===== src/rtl/ar_split_ctrl.sv =====
// Splits one wide-side AR burst into narrow-side INCR sub-bursts and pushes the packing descriptor.
// Optional outstanding-transaction limit: define AR_OUTSTANDING_LIMIT_EN.
module ar_split_ctrl #(
    parameter int unsigned M_DATA_WIDTH    = 128,
    parameter int unsigned S_DATA_WIDTH    = 32,
    parameter int unsigned ADDR_WIDTH      = 32,
    parameter int unsigned ARID_WIDTH      = 3,
    parameter int unsigned M_LEN_WIDTH     = 4,
    parameter int unsigned S_MAX_BEATS     = 16,
    parameter int unsigned SUB_TXN_CNT     = 3,
    parameter int unsigned SUB_XFER_CNT    = 3,
    parameter int unsigned MAX_OUTSTANDING = 4
) (
    input  logic                              aclk,
    input  logic                              arst,
    input  logic [ARID_WIDTH-1:0]             m_arid,
    input  logic [ADDR_WIDTH-1:0]             m_araddr,
    input  logic [M_LEN_WIDTH-1:0]            m_arlen,
    input  logic [2:0]                        m_arsize,
    input  logic                              m_arvalid,
    output logic                              m_arready,
    output logic [ARID_WIDTH-1:0]             s_arid,
    output logic [ADDR_WIDTH-1:0]             s_araddr,
    output logic [7:0]                        s_arlen,
    output logic [2:0]                        s_arsize,
    output logic [1:0]                        s_arburst,
    output logic                              s_arvalid,
    input  logic                              s_arready,
    input  logic                              xfer_full,
    output logic                              xfer_wr_valid_o,
    output logic [SUB_TXN_CNT+SUB_XFER_CNT-1:0] xfer_data_i,
    input  logic                              m_rvalid,
    input  logic                              m_rready,
    input  logic                              m_rlast
);

    localparam int unsigned SB      = $clog2(S_DATA_WIDTH / 8);
    localparam int unsigned MB      = $clog2(M_DATA_WIDTH / 8);
    localparam int unsigned DESC_W  = SUB_TXN_CNT + SUB_XFER_CNT;
    localparam logic [2:0]  SB_L    = 3'(SB);
    localparam logic [2:0]  MB_L    = 3'(MB);

    localparam logic [0:0] ST_IDLE  = 1'b0;
    localparam logic [0:0] ST_ISSUE = 1'b1;

    logic [0:0]            state_q, state_d;
    logic                  m_arready_q, m_arready_d;
    logic [ARID_WIDTH-1:0] s_arid_q, s_arid_d;
    logic [ADDR_WIDTH-1:0] s_araddr_q, s_araddr_d;
    logic [7:0]            s_arlen_q, s_arlen_d;
    logic [2:0]            s_arsize_q, s_arsize_d;
    logic                  s_arvalid_q, s_arvalid_d;
    logic [6:0]            rem_q, rem_d;
    logic                  xfer_wr_q, xfer_wr_d;
    logic [DESC_W-1:0]     xfer_data_q, xfer_data_d;

    logic                  m_hs_c;
    logic                  limit_next_c;
    logic [2:0]            eff_size_c, size_c;
    logic [3:0]            sub_cnt_c;
    logic [6:0]            tb_c, total_c, beats_c, rem_left_c;
    logic [ADDR_WIDTH-1:0] step_c;

    // Slave sub-burst length (minus 1) for a given number of remaining beats
    function automatic logic [7:0] sub_len(input logic [6:0] rem);
        if (rem > 7'(S_MAX_BEATS)) begin
            return 8'(S_MAX_BEATS - 1);
        end
        return 8'(rem) - 8'd1;
    endfunction

    assign m_hs_c = m_arvalid && m_arready_q;

    // Beat-size conversion and burst bookkeeping for the incoming master request
    always_comb begin
        eff_size_c = (m_arsize > MB_L) ? MB_L : m_arsize;
        size_c     = (eff_size_c > SB_L) ? SB_L : eff_size_c;
        sub_cnt_c  = 4'd1 << (eff_size_c - size_c);
        tb_c       = (7'(m_arlen) + 7'd1) * 7'(sub_cnt_c);
        total_c    = (tb_c + 7'(S_MAX_BEATS - 1)) / 7'(S_MAX_BEATS);
        beats_c    = 7'(s_arlen_q) + 7'd1;
        rem_left_c = rem_q - beats_c;
        step_c     = (ADDR_WIDTH'(s_arlen_q) + ADDR_WIDTH'(1)) << s_arsize_q;
    end

`ifdef AR_OUTSTANDING_LIMIT_EN
    logic [2:0] cnt_q, cnt_d;
    logic       r_done_c;

    assign r_done_c = m_rvalid && m_rready && m_rlast;

    always_comb begin
        cnt_d = cnt_q;
        if (m_hs_c && !r_done_c) begin
            cnt_d = cnt_q + 3'd1;
        end else if (!m_hs_c && r_done_c) begin
            cnt_d = cnt_q - 3'd1;
        end
    end

    always_ff @(posedge aclk or posedge arst) begin
        if (arst) begin
            cnt_q <= 3'd0;
        end else begin
            cnt_q <= cnt_d;
        end
    end

    assign limit_next_c = (cnt_d == 3'(MAX_OUTSTANDING));
`else
    logic unused_c;
    assign unused_c     = ^{m_rvalid, m_rready, m_rlast, 32'(MAX_OUTSTANDING)};
    assign limit_next_c = 1'b0;
`endif

    // Next-state and registered-output logic
    always_comb begin
        state_d     = state_q;
        m_arready_d = 1'b0;
        s_arid_d    = s_arid_q;
        s_araddr_d  = s_araddr_q;
        s_arlen_d   = s_arlen_q;
        s_arsize_d  = s_arsize_q;
        s_arvalid_d = s_arvalid_q;
        rem_d       = rem_q;
        xfer_wr_d   = 1'b0;
        xfer_data_d = xfer_data_q;
        case (state_q)
            ST_IDLE: begin
                if (m_hs_c) begin
                    state_d     = ST_ISSUE;
                    s_arid_d    = m_arid;
                    s_araddr_d  = m_araddr;
                    s_arsize_d  = size_c;
                    s_arlen_d   = sub_len(tb_c);
                    s_arvalid_d = 1'b1;
                    rem_d       = tb_c;
                    xfer_wr_d   = 1'b1;
                    xfer_data_d = {SUB_XFER_CNT'(sub_cnt_c), SUB_TXN_CNT'(total_c)};
                end else begin
                    m_arready_d = !xfer_full && !limit_next_c;
                end
            end
            ST_ISSUE: begin
                if (s_arready) begin
                    s_araddr_d = s_araddr_q + step_c;
                    rem_d      = rem_left_c;
                    if (rem_left_c == 7'd0) begin
                        state_d     = ST_IDLE;
                        s_arvalid_d = 1'b0;
                        m_arready_d = !xfer_full && !limit_next_c;
                    end else begin
                        s_arlen_d = sub_len(rem_left_c);
                    end
                end
            end
            default: begin
                state_d     = ST_IDLE;
                s_arvalid_d = 1'b0;
            end
        endcase
    end

    always_ff @(posedge aclk or posedge arst) begin
        if (arst) begin
            state_q     <= ST_IDLE;
            m_arready_q <= 1'b0;
            s_arid_q    <= '0;
            s_araddr_q  <= '0;
            s_arlen_q   <= 8'd0;
            s_arsize_q  <= 3'd0;
            s_arvalid_q <= 1'b0;
            rem_q       <= 7'd0;
            xfer_wr_q   <= 1'b0;
            xfer_data_q <= '0;
        end else begin
            state_q     <= state_d;
            m_arready_q <= m_arready_d;
            s_arid_q    <= s_arid_d;
            s_araddr_q  <= s_araddr_d;
            s_arlen_q   <= s_arlen_d;
            s_arsize_q  <= s_arsize_d;
            s_arvalid_q <= s_arvalid_d;
            rem_q       <= rem_d;
            xfer_wr_q   <= xfer_wr_d;
            xfer_data_q <= xfer_data_d;
        end
    end

    assign m_arready       = m_arready_q;
    assign s_arid          = s_arid_q;
    assign s_araddr        = s_araddr_q;
    assign s_arlen         = s_arlen_q;
    assign s_arsize        = s_arsize_q;
    assign s_arburst       = 2'b01;
    assign s_arvalid       = s_arvalid_q;
    assign xfer_wr_valid_o = xfer_wr_q;
    assign xfer_data_i     = xfer_data_q;

endmodule

===== config.mk =====
export PLATFORM = sky130hd
export DESIGN_NAME = ar_split_ctrl
export DESIGN_NICKNAME = d
export VERILOG_FILES = /design/src/rtl/ar_split_ctrl.sv
export SDC_FILE = /design/constraint.sdc
export NUM_CORES = 1
export LEC_CHECK = 0
export ABC_CLOCK_PERIOD_IN_PS = 3600
export CAP_MARGIN = 40
export CORE_MARGIN = 1
export CORE_UTILIZATION = 45
export DETAILED_ROUTE_END_ITERATION = 6
export PLACE_DENSITY_LB_ADDON = 0.3
export SLEW_MARGIN = 40
export SYNTH_ARGS = -nofsm -noshare
export SYNTH_HDL_FRONTEND = slang
export SYNTH_SLANG_ARGS = --single-unit
export TNS_END_PERCENT = 50

===== constraint.sdc =====
create_clock -name aclk -period 3.6 [get_ports aclk]
set_input_delay 0.9 -clock aclk [delete_from_list [all_inputs] [get_ports aclk]]
set_output_delay 0.9 -clock aclk [all_outputs]
set_load 0.02 [all_outputs]

==> results of run 1 <==
## where the power goes
| group | internal (W) | leakage, nW | switching (W) |
|---|---|---|---|
| registers | 0.00102 | 0.769 | 0.000317 |
| logic | 0.00289 | 2.70 | 0.00332 |
| clock network | 0.000541 | 0.145 | 0.000337 |
## cells in the final DEF (no fill, tap or decap), drive strengths merged, types with 6 or more instances in the layout
cell / n
buf: 97
o211ai: 9
a211oi: 14
dfrtp: 63
o221ai: 6
clkdlybuf4s50: 94
nand2: 108
clkbuf: 14
nand4: 8
nor2b: 9
o21a: 7
xor2: 14
a21o: 14
nor2: 56
and2: 9
and3: 11
a31oi: 8
xnor2: 15
a21oi: 52
ha: 35
inv: 39
nand2b: 7
nand3: 26
o21ai: 39
or3: 11
fa: 8
o311ai: 7
mux2i: 14
## layout make-up
type | instances | share of cell area
Clock inverter | 2 | 0.00154
Sequential cell | 63 | 0.195
Clock buffer | 14 | 0.0350
Multi-Input combinational cell | 564 | 0.507
Inverter | 41 | 0.0194
Timing Repair Buffer | 195 | 0.220
Tap cell | 147 | 0.0227
## worst max-delay path by stage
stage,to,slack [ns],cells past startpoint,start
floorplan,s_arlen[7]$_DFFE_PP0P_,-0.45,12,m_arlen[1]
global placement,s_arlen[7]$_DFFE_PP0P_,-1.16,14,m_arlen[0]
detailed placement,s_arlen[5]$_DFFE_PP0P_,-1.29,14,m_arlen[0]
CTS,s_arlen[5]$_DFFE_PP0P_,-0.45,16,m_arlen[0]
global route,s_arlen[3]$_DFFE_PP0P_,-0.48,15,m_arlen[1]
finish,s_arlen[3]$_DFFE_PP0P_,-0.37,15,m_arlen[1]
## stage by stage
step	total power, W	util	cells	instance area [µm²]
4_1_cts	0.00756	0.628	1001	7550
2_1_floorplan	0.00481	-	707	5630
6_report	0.00843	0.675	1026	8110
3_5_place_dp	0.00661	0.593	978	7130
3_3_place_gp	0.00645	0.593	978	7130
5_1_grt	0.00901	0.675	1026	8110
## tightest hold or removal path: stages, from the launching register on
cell     delay (ns)
dfrtp_1        0.34
nand2_1        0.05
nand2_1        0.05
## what timing repair did
action | CTS | global route
endpoints found under the hold margin | 0 | 0
buffers inserted | 7 | 25
pin swaps | 17 | 63
resized for setup | 44 | 96
setup endpoints to repair | 25 | 37
## cells by family after synthesis
kind of cell,after synthesis,share of synthesized area
AO/OA/AOI/OAI,192,0.229
XOR/XNOR,29,0.0457
adder cells (fa/ha/maj),43,0.108
buffers and inverters,80,0.0585
flip-flops,63,0.283
multiplexers,17,0.0313
other,2,0.00135
AND/OR/NAND/NOR,278,0.243
## metal layers
metal  vias up  track usage  share of wire
li1       2848            -              -
met1      2865        0.333           0.41
met2       244        0.472           0.50
met3        51       0.0659          0.063
met4         0        0.123          0.028
met5         -            0              0
## synthesized netlist by cell type, types with 6 or more instances
cell type,count
a211oi_1,14
a21o_1,14
a21oi_1,51
a31oi_1,7
and2_1,9
and3_1,11
clkbuf_1,26
dfrtp_1,63
fa_1,8
ha_1,35
inv_1,39
mux2i_1,14
nand2_1,108
nand2b_1,7
nand3_1,25
nand4_1,8
nor2_1,56
nor2b_1,9
o211ai_1,9
o21a_1,7
o21ai_0,33
o21ai_1,6
o221ai_1,6
or3_1,11
xnor2_1,15
xor2_1,14
## flip-flops by register name, summed over array words and instances, names as in the netlist
signal,cells
m_arready,1
rem_q,7
s_araddr,32
s_arid,3
s_arlen,8
s_arsize,3
s_arvalid,1
state_q,1
xfer_data_i,6
xfer_wr_valid_o,1
==> summary.txt, run 1 <==
Outcome
  – Status: finished, violations left
  – Failing checks: setup timing

Logic synthesis
  – Top_reg_cell synth: dfrtp_1
  – Post-synth EDFFs: 0
  – Syn Area/Cell: 7.90 µm²
  – Fraction of registers with async set/reset: 1.00
  – Area leader, netlist: dfrtp_1
  – Synth Register Bits: 63
  – Top cells by area, synth: dfrtp_1, ha_1, nand2_1
  – Synth top area share: 0.283
  – Synth Cell Area: 5560 µm²
  – Synth cell types: 74
  – Seq/Total Area, Yosys: 0.283
  – Ys Warns: 0
  – Cells after synthesis: 704

Floorplan
  – Initial core utilization: 0.463
  – I/O pin count: 107
  – Die area: 12800 µm²
  – Rows: 40
  – Die extent in x: 113 µm
  – Core area: 12000 µm²
  – Die height: 113 µm

Clocking
  – Clk slew on worst S/H paths: 0.05 ns
  – TritonCTS buffer count: 9
  – Worst skew pair latency: 0.35 ns
  – Cts hold-fix bufs: 0
  – Root Buffer Master: clkbuf_16
  – Clock sink count: 63
  – CTS tree: built
  – Clk buf depth: 2
  – H-tree depth: 3

Min path
  – Worst Hold Launch: s_arid[1]$_DFFE_PP0P_
  – Worst hold endpoint: s_arid[1]$_DFFE_PP0P_
  – WHS Path Cells: 2
  – Worst min-delay path class: reg -> reg

STA
  – Fin Hold WS: 0.474 ns
  – Skew final: 0.00934 ns
  – Setup_tns: -2.55 ns
  – Unrepaired setup endpoints after global routing: yes
  – Setup violators final: 11
  – Max Transition Viols Final: 0
  – Post-route minimum period: 3.97 ns
  – Tcrit/Tclk final: 1.10
  – Worst slew pin tran: 0.614 ns
  – Final Hold Vio Count: 0
  – Slew HR: 0.584
  – Fmax: 0.252 GHz
  – Post-route setup slack: -0.372 ns

Critical path
  – Worst path max stage delay: 0.54 ns
  – R2R Path End: s_araddr[31]$_DFFE_PP0P_
  – Critical path launch point type: input port
  – Reg-to-reg setup timing slack: -0.01 ns
  – Critical Path AT: 4.18 ns
  – Crit path buffers/inverters: 4
  – Worst R2R Start: s_arlen[1]$_DFFE_PP0P_
  – WS Path Type: in -> reg
  – Crit-path max FO: 5
  – Slowest cell on crit path: fa_1
  – CP cell instances: buf_8, ha_4, xor2_2, nand2_1, fa_1, inv_2, fa_1, inv_2, fa_2, and3b_1, nor2_2, or4_4, buf_6, o221ai_2, o21ai_1
  – Critical Path End Type: flip-flop
  – Critical path required time: 3.81 ns
  – Top delay family on crit path: adder cells
  – Path depth of the worst reg2reg path: 20

Final layout
  – Share of cells above drive strength 1: 0.231
  – Layout Area Growth over Synthesis: 45.8%
  – FILL cells: 954
  – Register area: 1580 µm²
  – Final nets: 967
  – Antenna Cells: 0
  – Multi-input logic area: 4110 µm²

Global route
  – Vias in the first global route: 6033
  – First-pass GRT wire length: 28.4 mm
  – Total track usage: 0.277
  – Largest net degree at the start of global routing: 47
  – Antenna violations before repair: 0
  – GRT Residual Overflow: 0

Routing
  – Total routed wirelength: 18.3 mm
  – Routed Antenna Nets: 0
  – # DRC: 0
  – Total number of vias: 6008
  – WL per Instance: 17.8 µm
  – DRT iter0 DRCs: 509
  – Vias/cell: 5.86
  – Pre-Repair DR Iteration Count: 5

Placement
  – I/O Buffers: 101
  – HPWL after detailed placement: 12.7 mm
  – Placer congestion estimate: 0.934
  – Setup slack at placement: -1.29 ns

Pwr
  – Leak Pwr: 3.62 nW
  – Peak supply drop: 0.462 mV
  – PD cells: 1040 nW/µm²

Job
  – Total of max-cap violations: 0
No activity file was read; power rests on OpenSTA's default activity.
==> inputs of run 2 (changes only) <==
CORE_MARGIN = 10   (was 1)
PLACE_DENSITY_LB_ADDON = 0.08   (was 0.3)
==> summary.txt, run 2 (same netlist as run 1, synthesis figures left out) <==
Outcome
  – Status: finished, violations left
  – Failing checks: setup timing

Final layout
  – Most frequent cells in the layout: nand2_1, clkdlybuf4s50_1, buf_4, dfrtp_1, nor2_1
  – Share of cells above drive strength 1: 0.229 (-0.00211)
  – Multi-input logic area: 4160 µm² (+1.1%)
  – Max reg flops: 32 (unchanged)
  – Final Util: 0.677 (+0.00207)
  – Final nets: 962 (-0.52%)
  – Final Cell Area: 8170 µm² (+0.73%)
  – Antenna Cells: 0 (unchanged)
  – Layout Area Growth over Synthesis: 46.9%
  – Register area: 1580 µm² (about the same)
  – Commonest non-fill, non-tap cell in the layout: nand2_1
  – FILL cells: 1023 (+7.2%)

Pwr
  – PD cells: 1070 nW/µm² (+2.7%)
  – Peak supply drop: 0.384 mV (-17%)
  – Leak Pwr: 3.58 nW (-1.1%)
  – Tot Pwr: 0.00872 W (+3.4%)

Placement
  – HPWL after detailed placement: 13.7 mm (+8.0%)
  – Placer congestion estimate: 0.942 (+0.86%)
  – Placed cell area: 7220 µm² (+1.3%)
  – I/O Buffers: 101 (unchanged)

Floorplan
  – Core area: 12100 µm² (+0.42%)
  – Initial core utilization: 0.461 (-0.00192)
  – I/O pin count: 107 (unchanged)
  – Rows: 40 (unchanged)
  – Die extent in x: 131 µm (+16%)
  – Die area: 17200 µm² (+34%)
  – Die height: 131 µm (+16%)

Routing
  – Total routed wirelength: 18.8 mm (+2.5%)
  – Routed Antenna Nets: 0 (unchanged)
  – WL per Instance: 18.0 µm (+0.93%)
  – Total number of vias: 5907 (-1.7%)
  – # DRC: 0 (unchanged)
  – DRT iter0 DRCs: 455 (-11%)
  – Vias/cell: 5.67 (-3.2%)
  – Pre-Repair DR Iteration Count: 5 (unchanged)

Clocking
  – CTS tree: built
  – TritonCTS buffer count: 9 (unchanged)
  – Clock sink count: 63 (unchanged)
  – Clk buf depth: 2 (unchanged)
  – Root Buffer Master: clkbuf_16
  – Worst skew pair latency: 0.34 ns (about the same)
  – Cts hold-fix bufs: 0 (unchanged)
  – H-tree depth: 3 (unchanged)
  – Clk slew on worst S/H paths: 0.05 ns (about the same)

STA
  – Setup_tns: -2.48 ns (+0.0733 ns)
  – Slew HR: 0.524 (-0.0599)
  – Fmax: 0.252 GHz (about the same)
  – Setup violators final: 8 (-3)
  – Worst slew pin tran: 0.703 ns (+0.0885 ns)
  – Unrepaired setup endpoints after global routing: yes
  – Tcrit/Tclk final: 1.10 (about the same)
  – Max Transition Viols Final: 0 (unchanged)
  – Post-route setup slack: -0.370 ns (+0.00185 ns)
  – Skew final: 0.00992 ns (+0.000575 ns)
  – Final Hold Vio Count: 0 (unchanged)
  – Post-route minimum period: 3.97 ns (-0.00185 ns)

Global route
  – GRT Residual Overflow: 0 (unchanged)
  – Largest net degree at the start of global routing: 47 (unchanged)
  – Vias in the first global route: 5747 (-4.7%)
  – Total track usage: 0.203 (-0.0742)
  – First-pass GRT wire length: 29.4 mm (+3.5%)
  – Antenna violations before repair: 0 (unchanged)

Critical path
  – Critical Path End Type: flip-flop
  – Critical path required time: 3.88 ns (+0.07 ns)
  – WS Path Type: in -> reg
  – Worst R2R Start: s_arlen[0]$_DFFE_PP0P_
  – Critical path launch point type: input port
  – Critical Path AT: 4.25 ns (+0.07 ns)
  – Crit-path max FO: 5 (unchanged)
  – CP Launch Point: m_arlen[1]

Min path
  – Worst min-delay path class: reg -> reg
  – Worst Hold Launch: s_arid[1]$_DFFE_PP0P_

Job
  – Total of max-cap violations: 0 (unchanged)
==> run 2: area by class of cell <==
type                       instances  share of cell area
inverter                          41              0.0188
multi-input combinational        565               0.509
clock inverter                     2             0.00735
sequential                        63               0.193
tap                              168              0.0257
timing repair buffer             189               0.212
clock buffer                      14              0.0348
==> run 2: worst max-delay path: stages <==
cell and delay, ns:
buf_8 0.10, ha_4 0.15, xor2_2 0.18, nand2_1 0.09, fa_1 0.48, inv_1 0.05, fa_1 0.54, inv_2 0.05
fa_2 0.52, and3b_2 0.21, nor2_2 0.05, or4_4 0.53, o311ai_4 0.25, o21a_1 0.16
==> run 2: where the power goes <==
group,total (W),switching (W),internal [W]
combinational,0.00635,0.00338,0.00297
clock,0.00101,0.000332,0.000682
sequential,0.00135,0.000333,0.00102
==> run 2: what timing repair did <==
action,CTS,global route
setup buffers,6,12
endpoints found under the setup margin,31,37
gates cloned,0,1
gates resized for setup,39,99
pin swaps,17,64
==> run 2: metrics by stage <==
step,hold WS [ns],setup WS (ns),cells
CTS,0.481,-0.425,1030
detailed placement,0.466,-1.24,1008
global route,0.508,-0.487,1042
global placement,0.460,-1.16,1008
finish,0.475,-0.370,1042
floorplan,0.454,-0.454,707
==> run 2: final timing paths <==
kind                       slack [ns]  depth (start not counted)                       end
max                             -0.37                         14    s_arlen[7]$_DFFE_PP0P_
min                              0.48                          2     s_arid[1]$_DFFE_PP0P_
max reg2reg                      0.04                         16  s_araddr[31]$_DFFE_PP0P_
min reg2reg                      0.48                          2     s_arid[1]$_DFFE_PP0P_
max in group asynchronous        2.05                          3      rem_q[0]$_DFFE_PP0P_
min in group asynchronous        0.83                          2  s_araddr[21]$_DFFE_PP0P_
==> run 2: layer usage <==
metal / part of all wire / global-route usage / vias to the layer above / wire [µm]
met2: 0.46 / 0.320 / 205 / 8610
li1: - / - / 2852 / -
met3: 0.076 / 0.0636 / 35 / 1430
met1: 0.44 / 0.253 / 2815 / 8200
met5: 0 / 0 / - / 0
met4: 0.028 / 0.0800 / 0 / 516
